===== src/rtl/hdmi_frame_dma_if.sv =====
// rtl/hdmi_frame_dma_if.sv - Avalon-MM read master and stream FIFO write-side bundle
interface hdmi_frame_dma_if #(
    parameter int FIFO_AW = 10
) ();
    logic [31:0]        avm_address;
    logic               avm_read;
    logic [7:0]         avm_burstcount;
    logic               avm_waitrequest;
    logic [31:0]        avm_readdata;
    logic               avm_readdatavalid;
    logic               fifo_wrreq;
    logic [23:0]        fifo_wrdata;
    logic [FIFO_AW-1:0] fifo_wrusedw;
    logic               fifo_aclr;

    modport master (
        output avm_address, avm_read, avm_burstcount,
        input  avm_waitrequest, avm_readdata, avm_readdatavalid,
        output fifo_wrreq, fifo_wrdata, fifo_aclr,
        input  fifo_wrusedw
    );

    modport slave (
        input  avm_address, avm_read, avm_burstcount,
        output avm_waitrequest, avm_readdata, avm_readdatavalid,
        input  fifo_wrreq, fifo_wrdata, fifo_aclr,
        output fifo_wrusedw
    );
endinterface


===== src/rtl/hdmi_frame_dma.sv =====
// rtl/hdmi_frame_dma.sv - VSync-aligned frame reader from DDR3 into the HDMI stream FIFO
module hdmi_frame_dma #(
    parameter int H_VISIBLE   = 960,
    parameter int V_VISIBLE   = 540,
    parameter int BURST_LEN   = 32,
    parameter int FIFO_DEPTH  = 1024,
    parameter int FIFO_AW     = 10,
    parameter int FIFO_MARGIN = 4
) (
    input  logic        clk,
    input  logic        reset_n,
    input  logic        start,
    input  logic        cont_en,
    input  logic        vs_toggle,
    input  logic [31:0] frame_ptr,
    output logic        busy,
    output logic        done,
    output logic        vs_miss,
    hdmi_frame_dma_if.master bus
);
    localparam logic [19:0] TOTAL_W = 20'(H_VISIBLE * V_VISIBLE);
    localparam logic [19:0] BURST_W = 20'(BURST_LEN);
    localparam logic [21:0] CREDIT  = 22'(FIFO_DEPTH - FIFO_MARGIN);

    typedef enum logic [2:0] {
        S_IDLE, S_WAIT_VS, S_FLUSH, S_ISSUE, S_DRAIN, S_DONE
    } state_t;

    state_t      state_q, state_d;
    logic [2:0]  sync_q;
    logic [31:0] base_q, base_d;
    logic [19:0] issued_q, issued_d;
    logic [19:0] outstanding_q, outstanding_d;
    logic        avm_read_q, avm_read_d;
    logic [31:0] avm_address_q, avm_address_d;
    logic [7:0]  avm_burstcount_q, avm_burstcount_d;
    logic        fifo_wrreq_q, fifo_wrreq_d;
    logic [23:0] fifo_wrdata_q, fifo_wrdata_d;
    logic        fifo_aclr_q, fifo_aclr_d;
    logic        busy_q, busy_d;
    logic        done_q, done_d;
    logic        vs_miss_q, vs_miss_d;

    logic        vs_evt;
    logic        in_xfer;
    logic        accept;
    logic        rd_take;
    logic [19:0] remain;
    logic [19:0] len;
    logic [19:0] bc_ext;
    logic [21:0] need;
    logic        unused_rd_hi;

    assign unused_rd_hi = ^bus.avm_readdata[31:24];

    assign vs_evt  = sync_q[2] ^ sync_q[1];
    assign in_xfer = (state_q == S_FLUSH) || (state_q == S_ISSUE) || (state_q == S_DRAIN);
    assign accept  = avm_read_q & ~bus.avm_waitrequest;
    assign rd_take = bus.avm_readdatavalid & in_xfer;
    assign remain  = TOTAL_W - issued_q;
    assign len     = (remain < BURST_W) ? remain : BURST_W;
    assign bc_ext  = {12'd0, avm_burstcount_q};
    // Credit: words already in the FIFO plus words still in flight plus this burst must fit.
    assign need    = 22'(bus.fifo_wrusedw) + 22'(outstanding_q) + 22'(len);

    always_comb begin
        state_d          = state_q;
        base_d           = base_q;
        issued_d         = issued_q;
        outstanding_d    = outstanding_q + (accept ? bc_ext : 20'd0) - (rd_take ? 20'd1 : 20'd0);
        avm_read_d       = avm_read_q;
        avm_address_d    = avm_address_q;
        avm_burstcount_d = avm_burstcount_q;
        fifo_wrreq_d     = rd_take;
        fifo_wrdata_d    = rd_take ? bus.avm_readdata[23:0] : fifo_wrdata_q;
        fifo_aclr_d      = 1'b0;
        done_d           = 1'b0;
        vs_miss_d        = vs_evt & in_xfer;

        case (state_q)
            S_IDLE: begin
                if (start) state_d = S_WAIT_VS;
            end
            S_WAIT_VS: begin
                if (vs_evt) begin
                    base_d        = frame_ptr;
                    issued_d      = 20'd0;
                    outstanding_d = 20'd0;
                    fifo_aclr_d   = 1'b1;
                    state_d       = S_FLUSH;
                end
            end
            S_FLUSH: begin
                state_d = S_ISSUE;
            end
            S_ISSUE: begin
                if (accept) begin
                    avm_read_d = 1'b0;
                    issued_d   = issued_q + bc_ext;
                    if (issued_q + bc_ext == TOTAL_W) state_d = S_DRAIN;
                end else if (!avm_read_q && remain != 20'd0 && need <= CREDIT) begin
                    avm_read_d       = 1'b1;
                    avm_address_d    = base_q + {10'd0, issued_q, 2'b00};
                    avm_burstcount_d = len[7:0];
                end
            end
            S_DRAIN: begin
                if (outstanding_q == 20'd0) begin
                    done_d  = 1'b1;
                    state_d = S_DONE;
                end
            end
            S_DONE: begin
                state_d = cont_en ? S_WAIT_VS : S_IDLE;
            end
            default: state_d = S_IDLE;
        endcase

        busy_d = (state_d != S_IDLE);
    end

    always_ff @(posedge clk or negedge reset_n) begin
        if (!reset_n) begin
            state_q          <= S_IDLE;
            sync_q           <= 3'b000;
            base_q           <= 32'd0;
            issued_q         <= 20'd0;
            outstanding_q    <= 20'd0;
            avm_read_q       <= 1'b0;
            avm_address_q    <= 32'd0;
            avm_burstcount_q <= 8'd0;
            fifo_wrreq_q     <= 1'b0;
            fifo_wrdata_q    <= 24'd0;
            fifo_aclr_q      <= 1'b0;
            busy_q           <= 1'b0;
            done_q           <= 1'b0;
            vs_miss_q        <= 1'b0;
        end else begin
            state_q          <= state_d;
            sync_q           <= {sync_q[1:0], vs_toggle};
            base_q           <= base_d;
            issued_q         <= issued_d;
            outstanding_q    <= outstanding_d;
            avm_read_q       <= avm_read_d;
            avm_address_q    <= avm_address_d;
            avm_burstcount_q <= avm_burstcount_d;
            fifo_wrreq_q     <= fifo_wrreq_d;
            fifo_wrdata_q    <= fifo_wrdata_d;
            fifo_aclr_q      <= fifo_aclr_d;
            busy_q           <= busy_d;
            done_q           <= done_d;
            vs_miss_q        <= vs_miss_d;
        end
    end

    assign busy               = busy_q;
    assign done               = done_q;
    assign vs_miss            = vs_miss_q;
    assign bus.avm_address    = avm_address_q;
    assign bus.avm_read       = avm_read_q;
    assign bus.avm_burstcount = avm_burstcount_q;
    assign bus.fifo_wrreq     = fifo_wrreq_q;
    assign bus.fifo_wrdata    = fifo_wrdata_q;
    assign bus.fifo_aclr      = fifo_aclr_q;
endmodule


===== src/flat_wrapper.sv =====
// flat-port wrapper written by rule: the top's interface ports become plain ports
module hdmi_frame_dma_flat 
#(
    parameter int H_VISIBLE   = 960,
    parameter int V_VISIBLE   = 540,
    parameter int BURST_LEN   = 32,
    parameter int FIFO_DEPTH  = 1024,
    parameter int FIFO_AW     = 10,
    parameter int FIFO_MARGIN = 4
)
  (clk, reset_n, start, cont_en, vs_toggle, frame_ptr, busy, done, vs_miss, bus_avm_address, bus_avm_read, bus_avm_burstcount, bus_avm_waitrequest, bus_avm_readdata, bus_avm_readdatavalid, bus_fifo_wrreq, bus_fifo_wrdata, bus_fifo_aclr, bus_fifo_wrusedw);
  hdmi_frame_dma_if #(.FIFO_AW(FIFO_AW)) bus_i ();
  input  logic clk;
  input  logic reset_n;
  input  logic start;
  input  logic cont_en;
  input  logic vs_toggle;
  input  logic [31:0] frame_ptr;
  output logic busy;
  output logic done;
  output logic vs_miss;
  output wire logic [$bits(bus_i.avm_address)-1:0] bus_avm_address;
  output wire logic [$bits(bus_i.avm_read)-1:0] bus_avm_read;
  output wire logic [$bits(bus_i.avm_burstcount)-1:0] bus_avm_burstcount;
  input wire logic [$bits(bus_i.avm_waitrequest)-1:0] bus_avm_waitrequest;
  input wire logic [$bits(bus_i.avm_readdata)-1:0] bus_avm_readdata;
  input wire logic [$bits(bus_i.avm_readdatavalid)-1:0] bus_avm_readdatavalid;
  output wire logic [$bits(bus_i.fifo_wrreq)-1:0] bus_fifo_wrreq;
  output wire logic [$bits(bus_i.fifo_wrdata)-1:0] bus_fifo_wrdata;
  output wire logic [$bits(bus_i.fifo_aclr)-1:0] bus_fifo_aclr;
  input wire logic [$bits(bus_i.fifo_wrusedw)-1:0] bus_fifo_wrusedw;
  assign bus_avm_address = bus_i.avm_address;
  assign bus_avm_read = bus_i.avm_read;
  assign bus_avm_burstcount = bus_i.avm_burstcount;
  assign bus_i.avm_waitrequest = bus_avm_waitrequest;
  assign bus_i.avm_readdata = bus_avm_readdata;
  assign bus_i.avm_readdatavalid = bus_avm_readdatavalid;
  assign bus_fifo_wrreq = bus_i.fifo_wrreq;
  assign bus_fifo_wrdata = bus_i.fifo_wrdata;
  assign bus_fifo_aclr = bus_i.fifo_aclr;
  assign bus_i.fifo_wrusedw = bus_fifo_wrusedw;
  hdmi_frame_dma #(.H_VISIBLE(H_VISIBLE), .V_VISIBLE(V_VISIBLE), .BURST_LEN(BURST_LEN), .FIFO_DEPTH(FIFO_DEPTH), .FIFO_AW(FIFO_AW), .FIFO_MARGIN(FIFO_MARGIN)) u_core (.clk(clk), .reset_n(reset_n), .start(start), .cont_en(cont_en), .vs_toggle(vs_toggle), .frame_ptr(frame_ptr), .busy(busy), .done(done), .vs_miss(vs_miss), .bus(bus_i));
endmodule

===== config.mk =====
export PLATFORM = sky130hd
export DESIGN_NAME = hdmi_frame_dma_flat
export DESIGN_NICKNAME = d
export VERILOG_FILES = /design/src/rtl/hdmi_frame_dma_if.sv /design/src/rtl/hdmi_frame_dma.sv /design/src/flat_wrapper.sv
export SDC_FILE = /design/constraint.sdc
export NUM_CORES = 1
export LEC_CHECK = 0
export ABC_CLOCK_PERIOD_IN_PS = 13690
export CAP_MARGIN = 20
export CORE_UTILIZATION = 62
export CTS_BUF_LIST = sky130_fd_sc_hd__clkbuf_2 sky130_fd_sc_hd__clkbuf_4 sky130_fd_sc_hd__clkbuf_8
export DETAILED_ROUTE_END_ITERATION = 12
export GPL_TIMING_DRIVEN = 0
export PLACE_DENSITY = 0.86
export SLEW_MARGIN = 20
export SYNTH_ARGS = -nofsm -noshare
export SYNTH_HDL_FRONTEND = slang
export SYNTH_SLANG_ARGS = --single-unit

===== constraint.sdc =====
create_clock -name clk -period 13.69 [get_ports clk]
set_clock_uncertainty 0.15 [all_clocks]
set_input_delay 2.738 -clock clk [delete_from_list [all_inputs] [get_ports clk]]
set_output_delay 2.738 -clock clk [all_outputs]
set_load 0.02 [all_outputs]

======== After elaboration in Yosys (flattened, before gate mapping) ========
Cells that the tools add are included.
storage, ports and cells
  register bits ........................... 148
  latch bits .............................. 0
  memory bits (writable) .................. 0
  ROM bits ................................ 0
  input port bits ......................... 81
  output and inout bits ................... 70
  logic and storage cells ................. 73
  memories ................................ 0
operators by class
  add/subtract/negate cells ............... 7
  multipliers ............................. 0
  div/mod/pow operators ................... 0
  order comparisons ....................... 2
  equal/unequal tests ..................... 8
  shift operators ......................... 0
  multiplexer cells ....................... 21
  bitwise operators ....................... 6
  reductions and logical operators ........ 15
operators with widths
  kind                      count
  $mux W20                  5
  $pmux W20 S2              1
  $add A32 B22 Y32          1
  $add A22 B20 Y22          1
  $le A22 B10 Y1 const B    1
  $add A10 B20 Y21          1
  $add A20 B20 Y20          1
  $add A20 B8 Y20           1
  $eq A20 B19 Y1 const B    1
  $logic_not A20 Y1         1
  $lt A20 B6 Y1 const B     1
  $reduce_bool A20 Y1       1
  $sub A19 B20 Y20 const A  1
  $sub A20 B20 Y20          1
  $pmux W3 S6               1
  $mux W3                   5
  $mux W1                   8
  $mux W8                   1
  $eq A3 B2 Y1 const B      2
  $eq A3 B3 Y1 const B      2
  $reduce_and A3 Y1         2
  $ne A2 B1 Y1 const B      2
  $reduce_and A2 Y1         2
  $reduce_bool A2 Y1        2
  other kinds (9)           14

======== Logic depth before layout (Yosys ltp) ========
  depth after elaboration ................. 8
  gate-level depth with buffers ........... 23
  mapped depth without buffers ............ 21

======== Worst setup path before layout ========
Ideal clock, no wire load.
  path type ............................... input port to flip-flop
  start ................................... in bus_fifo_wrusedw[0]
  end ..................................... reg u_core.avm_burstcount_q[0] (netlist: u_core.bus.avm_burstcount[0])
  data arrival time ....................... 7.115 ns
  required time ........................... 13.415 ns
  path slack .............................. 6.300 ns
  stages on the path ...................... 20
  path through ............................ ha_1 > fa_1 > a21oi_1 > nor2_1 > a311oi_1 > nor3_1 > or2_2 > and2_1 > nand3_1 > xnor2_1 > ha_1 > clkbuf_1 > o21ai_0 > or3b_2 > nor4_1 > nand3b_1 > a2111oi_0 > o2111a_1 > o2111a_1 > mux2_2
between the ends
  cells in the longest elaborated chain, start to end .. 5
RTL lines
  item                                RTL line               RTL
  start, declared                     flat_wrapper.sv:31     input wire logic [$bits(bus_i.fifo_wrusedw)-1:0] bus_fifo_wrusedw;
  $add A10 B20 Y21                    hdmi_frame_dma.sv:64   assign need = 22'(bus.fifo_wrusedw) + 22'(outstanding_q) + 22'(len);
  $add A22 B20 Y22                    hdmi_frame_dma.sv:64
  $le A22 B10 Y1                      hdmi_frame_dma.sv:101  end else if (!avm_read_q && remain != 20'd0 && need <= CREDIT) begin
  $logic_and A1 B1 Y1                 hdmi_frame_dma.sv:101
  $reduce_and A3 Y1 (no source line)  --
  end signal, assigned                hdmi_frame_dma.sv:146  avm_burstcount_q <= avm_burstcount_d;
  end, declared                       hdmi_frame_dma.sv:36   logic [7:0] avm_burstcount_q, avm_burstcount_d;
Every way passes these cells.
A chain may end at the register's enable or synchronous reset.

======== Worst setup path in the final report ========
Same ends and word-level chain as after synthesis.

==> key figures <==
Logic synthesis
  • Number of synthesized flops with an enable pin: 0
  • #FFs+latches synth: ~150
  • Sequential fraction of the synthesis area: 34.09%
  • Distinct cells, synth: 79
  • Mean Syn Cell Area: 8.663 um^2
  • Synthesized cell area: 10860 um^2
  • Share of the synthesized area in the top cell type: 34.09%
  • Leading post-synthesis cells by cell area: dfrtp_1 (34%), ha_1 (12%), nand2_1 (8.1%)
  • Main synth FF type: dfrtp_1
  • FFs w/ async S/R, synth: 100.0%
  • Leading area contributor after synthesis: dfrtp_1
  • Yosys warns: 0
  • Cells after Synth: 1254

Critical path
  • Crit end category: flip-flop
  • Beginning of the critical path: bus_fifo_wrusedw[0]
  • Worst r2r src: u_core.issued_q[1]$_DFFE_PN0P_
  • CP Data Arrival Time: 8.45 ns
  • WS Path Type: in2reg
  • Capturing point of the worst reg2reg path: u_core.bus.avm_address[28]$_DFFE_PN0P_
  • Max FO, Critical Path: 10
  • Crit path launch type: input port
  • WP data required: 13.91 ns
  • R2R setup slack: 6.62 ns
  • Crit path capture: u_core.bus.avm_burstcount[0]$_DFFE_PN0P_
  • R2R cell count: 23

Die
  • IO Count: 151
  • Initial Util: 63.24%
  • Core area: 17180 um^2
  • Placement Rows: between 40 and 50
  • Chip width: 134.4 um
  • DIE AREA: 18050 um^2
  • Die boundary height: 134.4 um

Layout
  • Ant. Diodes: 0
  • Fin nets: 1616
  • Final std cells w/o fill: 1667
  • Area Growth Syn to Fin: 19.83%
  • Commonest non-fill, non-tap cells in the layout: nand2_1 (235), dfrtp_1 (148), clkdlybuf4s50_1 (141)
  • Fin area: 13020 um^2
  • Commonest non-fill, non-tap cell in the layout: nand2_1
  • Layout cells sized above 1: 7.143%

STA
  • Final min period: around 8.2 ns
  • Setup_tns: 0 ns
  • RSZ-0062 raised after global routing: no
  • Final Hold Violating Endpoints: 0
  • Max Slew Vio Count: 0
  • Final Cycle Share: 60.14%
  • Worst-Margin Slew: 0.7566 ns
  • Peak Freq: ~120 MHz
  • Post-route setup slack: 5.456 ns
  • Final setup fails: 0
  • Worst relative slew slack: 49.09%

CTS
  • Root buf cell: clkbuf_8
  • Total setup buffers inserted after CTS: 0
  • Post-cts resize count: 0
  • CTS buffer count: 17
  • Longest Clk Path Bufs: 2
  • Hold Buf Count CTS: 0
  • CTS tree: built
  • Clock latency on the worst-skew pair: 0.48 ns
  • Reg clk slew, reported paths: roughly 0.10 ns
  • H-tree lvl count: 4
  • Clock sink total: 148

Drt
  • Vias: 9913
  • Pre-Repair DR Iteration Count: 6
  • Avg WL per Cell: between 15 and 20 um
  • 1st-iter DRT viols: 863
  • Final WL: 29130 um
  • DRC violations left: 0
  • Vias per cell: slightly below 6
  • Detail Route Antenna Nets: 0

Power
  • Combinational fraction of design power: 60.7%
  • Peak VDD IR: 0.0001637 V
  • Switching power: between 0.001 and 0.0015 W
  • Leakage: 6.072 nW
  • Net Sw Frac: 46.32%
  • Clock share of power: 13.0%
  • Cell area power density: 196.2 nW/um^2
  • Int Pwr: 0.001371 W
  • Flop pwr share: 26.3%

GRT
  • First-pass GRT wire length: around 47000 um
  • Number of global-route vias before repair: 9511
  • Largest net degree at the start of global routing: 91
  • Tot GR Track Use: 32.80%
  • Antenna violations before repair: 0
  • Global route overflow: 0

Place
  • # port buffers: 142
  • Pre-CTS WS: 5.092 ns
  • Hpwl dp: 22130 um
  • Placer Congestion: approximately 0.96
  • Dpl cell area: 12650 um^2
  • Inst Count DP: 1635

Worst hold path
  • Worst Hold Class: reg2reg

Status
  • Status: complete, no violations

Run
  • Max_cap viols: 0
-- sequential cells by signal, indices dropped and copies added, names as in the netlist --
register	flops
u_core.bus.avm_burstcount	8
u_core.sync_q	3
u_core.bus.avm_address	32
u_core.vs_miss	1
u_core.bus.avm_read	1
u_core.base_q	32
u_core.bus.fifo_wrreq	1
u_core.state_q	3
u_core.busy	1
u_core.done	1
u_core.outstanding_q	20
u_core.bus.fifo_aclr	1
u_core.bus.fifo_wrdata	24
u_core.issued_q	20
-- worst max-delay path, stage by stage --
cell	delay [ns]
clkdlybuf4s50_1	0.41
ha_1	0.23
fa_1	0.40
a21oi_1	0.17
nor2_1	0.10
a311oi_1	0.49
nor3_1	0.16
or2_2	0.32
and2_1	0.20
nand3_1	0.11
xnor2_1	0.13
ha_1	0.14
clkbuf_1	0.32
o21ai_0	0.16
or3b_2	0.46
nor4_1	0.31
nand3b_1	0.13
a2111oi_0	0.46
o2111a_1	0.26
o2111a_1	0.36
mux2_2	0.38
-- worst min-delay path by stage --
stage | slack (ns) | endpoint | startpoint | cells after the start
global placement | 0.23 | u_core.sync_q[2]$_DFF_PN0_ | u_core.sync_q[1]$_DFF_PN0_ | 0
CTS | 0.28 | u_core.sync_q[2]$_DFF_PN0_ | u_core.sync_q[1]$_DFF_PN0_ | 0
global route | 0.28 | u_core.sync_q[2]$_DFF_PN0_ | u_core.sync_q[1]$_DFF_PN0_ | 0
finish | 0.27 | u_core.sync_q[2]$_DFF_PN0_ | u_core.sync_q[1]$_DFF_PN0_ | 0
floorplan | 0.18 | u_core.sync_q[1]$_DFF_PN0_ | u_core.sync_q[0]$_DFF_PN0_ | 0
detailed placement | 0.25 | u_core.sync_q[2]$_DFF_PN0_ | u_core.sync_q[1]$_DFF_PN0_ | 0
-- cells by family after synthesis --
| family | count (synthesis) | share of synthesized area, % |
|---|---|---|
| and+or+nand+nor | 491 | 20.89 |
| other | 1 | 0.03452 |
| muxes | 45 | 5.483 |
| adders and majority gates | 106 | 12.55 |
| xor gates and xnor gates | 70 | 5.644 |
| DFF | 148 | 34.09 |
| buffers and inverters | 113 | 4.573 |
| AOI/OAI and AO/OA | 280 | 16.72 |
-- final cells by class --
cell class / count / area [um^2]
Buffer: 37 / 211.5
Clock buffer: 17 / 234.0
Clock inverter: 15 / 136.4
Fill cell: 1268 / 4159
Inverter: 76 / 285.3
Multi-Input combinational cell: 1006 / 6711
Sequential cell: 148 / 3704
Tap cell: 225 / 281.5
Timing Repair Buffer: 143 / 1454
-- stage by stage --
stage | util (%) | hold WS [ns] | power, W
5_1_grt | 75.79 | 0.2798 | 0.002766
2_1_floorplan | - | 0.1812 | 0.001798
6_report | 75.79 | 0.2705 | 0.002555
3_3_place_gp | 73.44 | 0.2342 | 0.002127
4_1_cts | 75.79 | 0.2752 | 0.002523
3_5_place_dp | 73.63 | 0.2548 | 0.002181
-- metal layers --
layer	vias to the layer above	GRT usage, %	part of all wire, %	wire (um)
li1	4744	-	-	-
met1	4673	40.61	42	12110
met2	413	56.76	49	14140
met3	83	5.820	6.2	1813
met4	0	12.92	3.7	1068
met5	-	0	0	0
-- cells in the mapped netlist (4+ instances only) --
| cell type | n |
|---|---|
| clkbuf_1 | 27 |
| dfrtp_1 | 148 |
| o21ai_0 | 74 |
| o21bai_1 | 14 |
| and2_1 | 12 |
| nand3_1 | 29 |
| a31oi_1 | 16 |
| ha_1 | 101 |
| xor2_1 | 14 |
| a21o_1 | 22 |
| and3_1 | 11 |
| or2_2 | 10 |
| nand2b_1 | 8 |
| nor4_1 | 7 |
| nand2_1 | 235 |
| mux2i_1 | 7 |
| a21boi_0 | 6 |
| nor3b_1 | 4 |
| mux2_4 | 26 |
| xnor2_1 | 56 |
| or3_1 | 9 |
| and4_1 | 8 |
| nor2_1 | 93 |
| inv_1 | 75 |
| a21oi_1 | 65 |
| o31ai_1 | 7 |
| nor2b_1 | 9 |
| nor3_1 | 22 |
| o21a_1 | 15 |
| o2111ai_1 | 4 |
| fa_1 | 5 |
| o311ai_0 | 6 |
| nand3b_1 | 5 |
| a211oi_1 | 7 |
| mux2_2 | 12 |
| nand4_1 | 12 |
| o211ai_1 | 8 |
-- power by group through the flow --
stage                     Clock, W  Sequential, W  Combinational, W
final                     0.000331       0.000673           0.00155
after global routing      0.000351       0.000686           0.00173
after CTS                 0.000332       0.000670           0.00152
after detailed placement         0       0.000677           0.00150
after global placement           0       0.000671           0.00146
after floorplan                  0       0.000703           0.00110
Note: power is estimated with default switching activity, not from simulation.
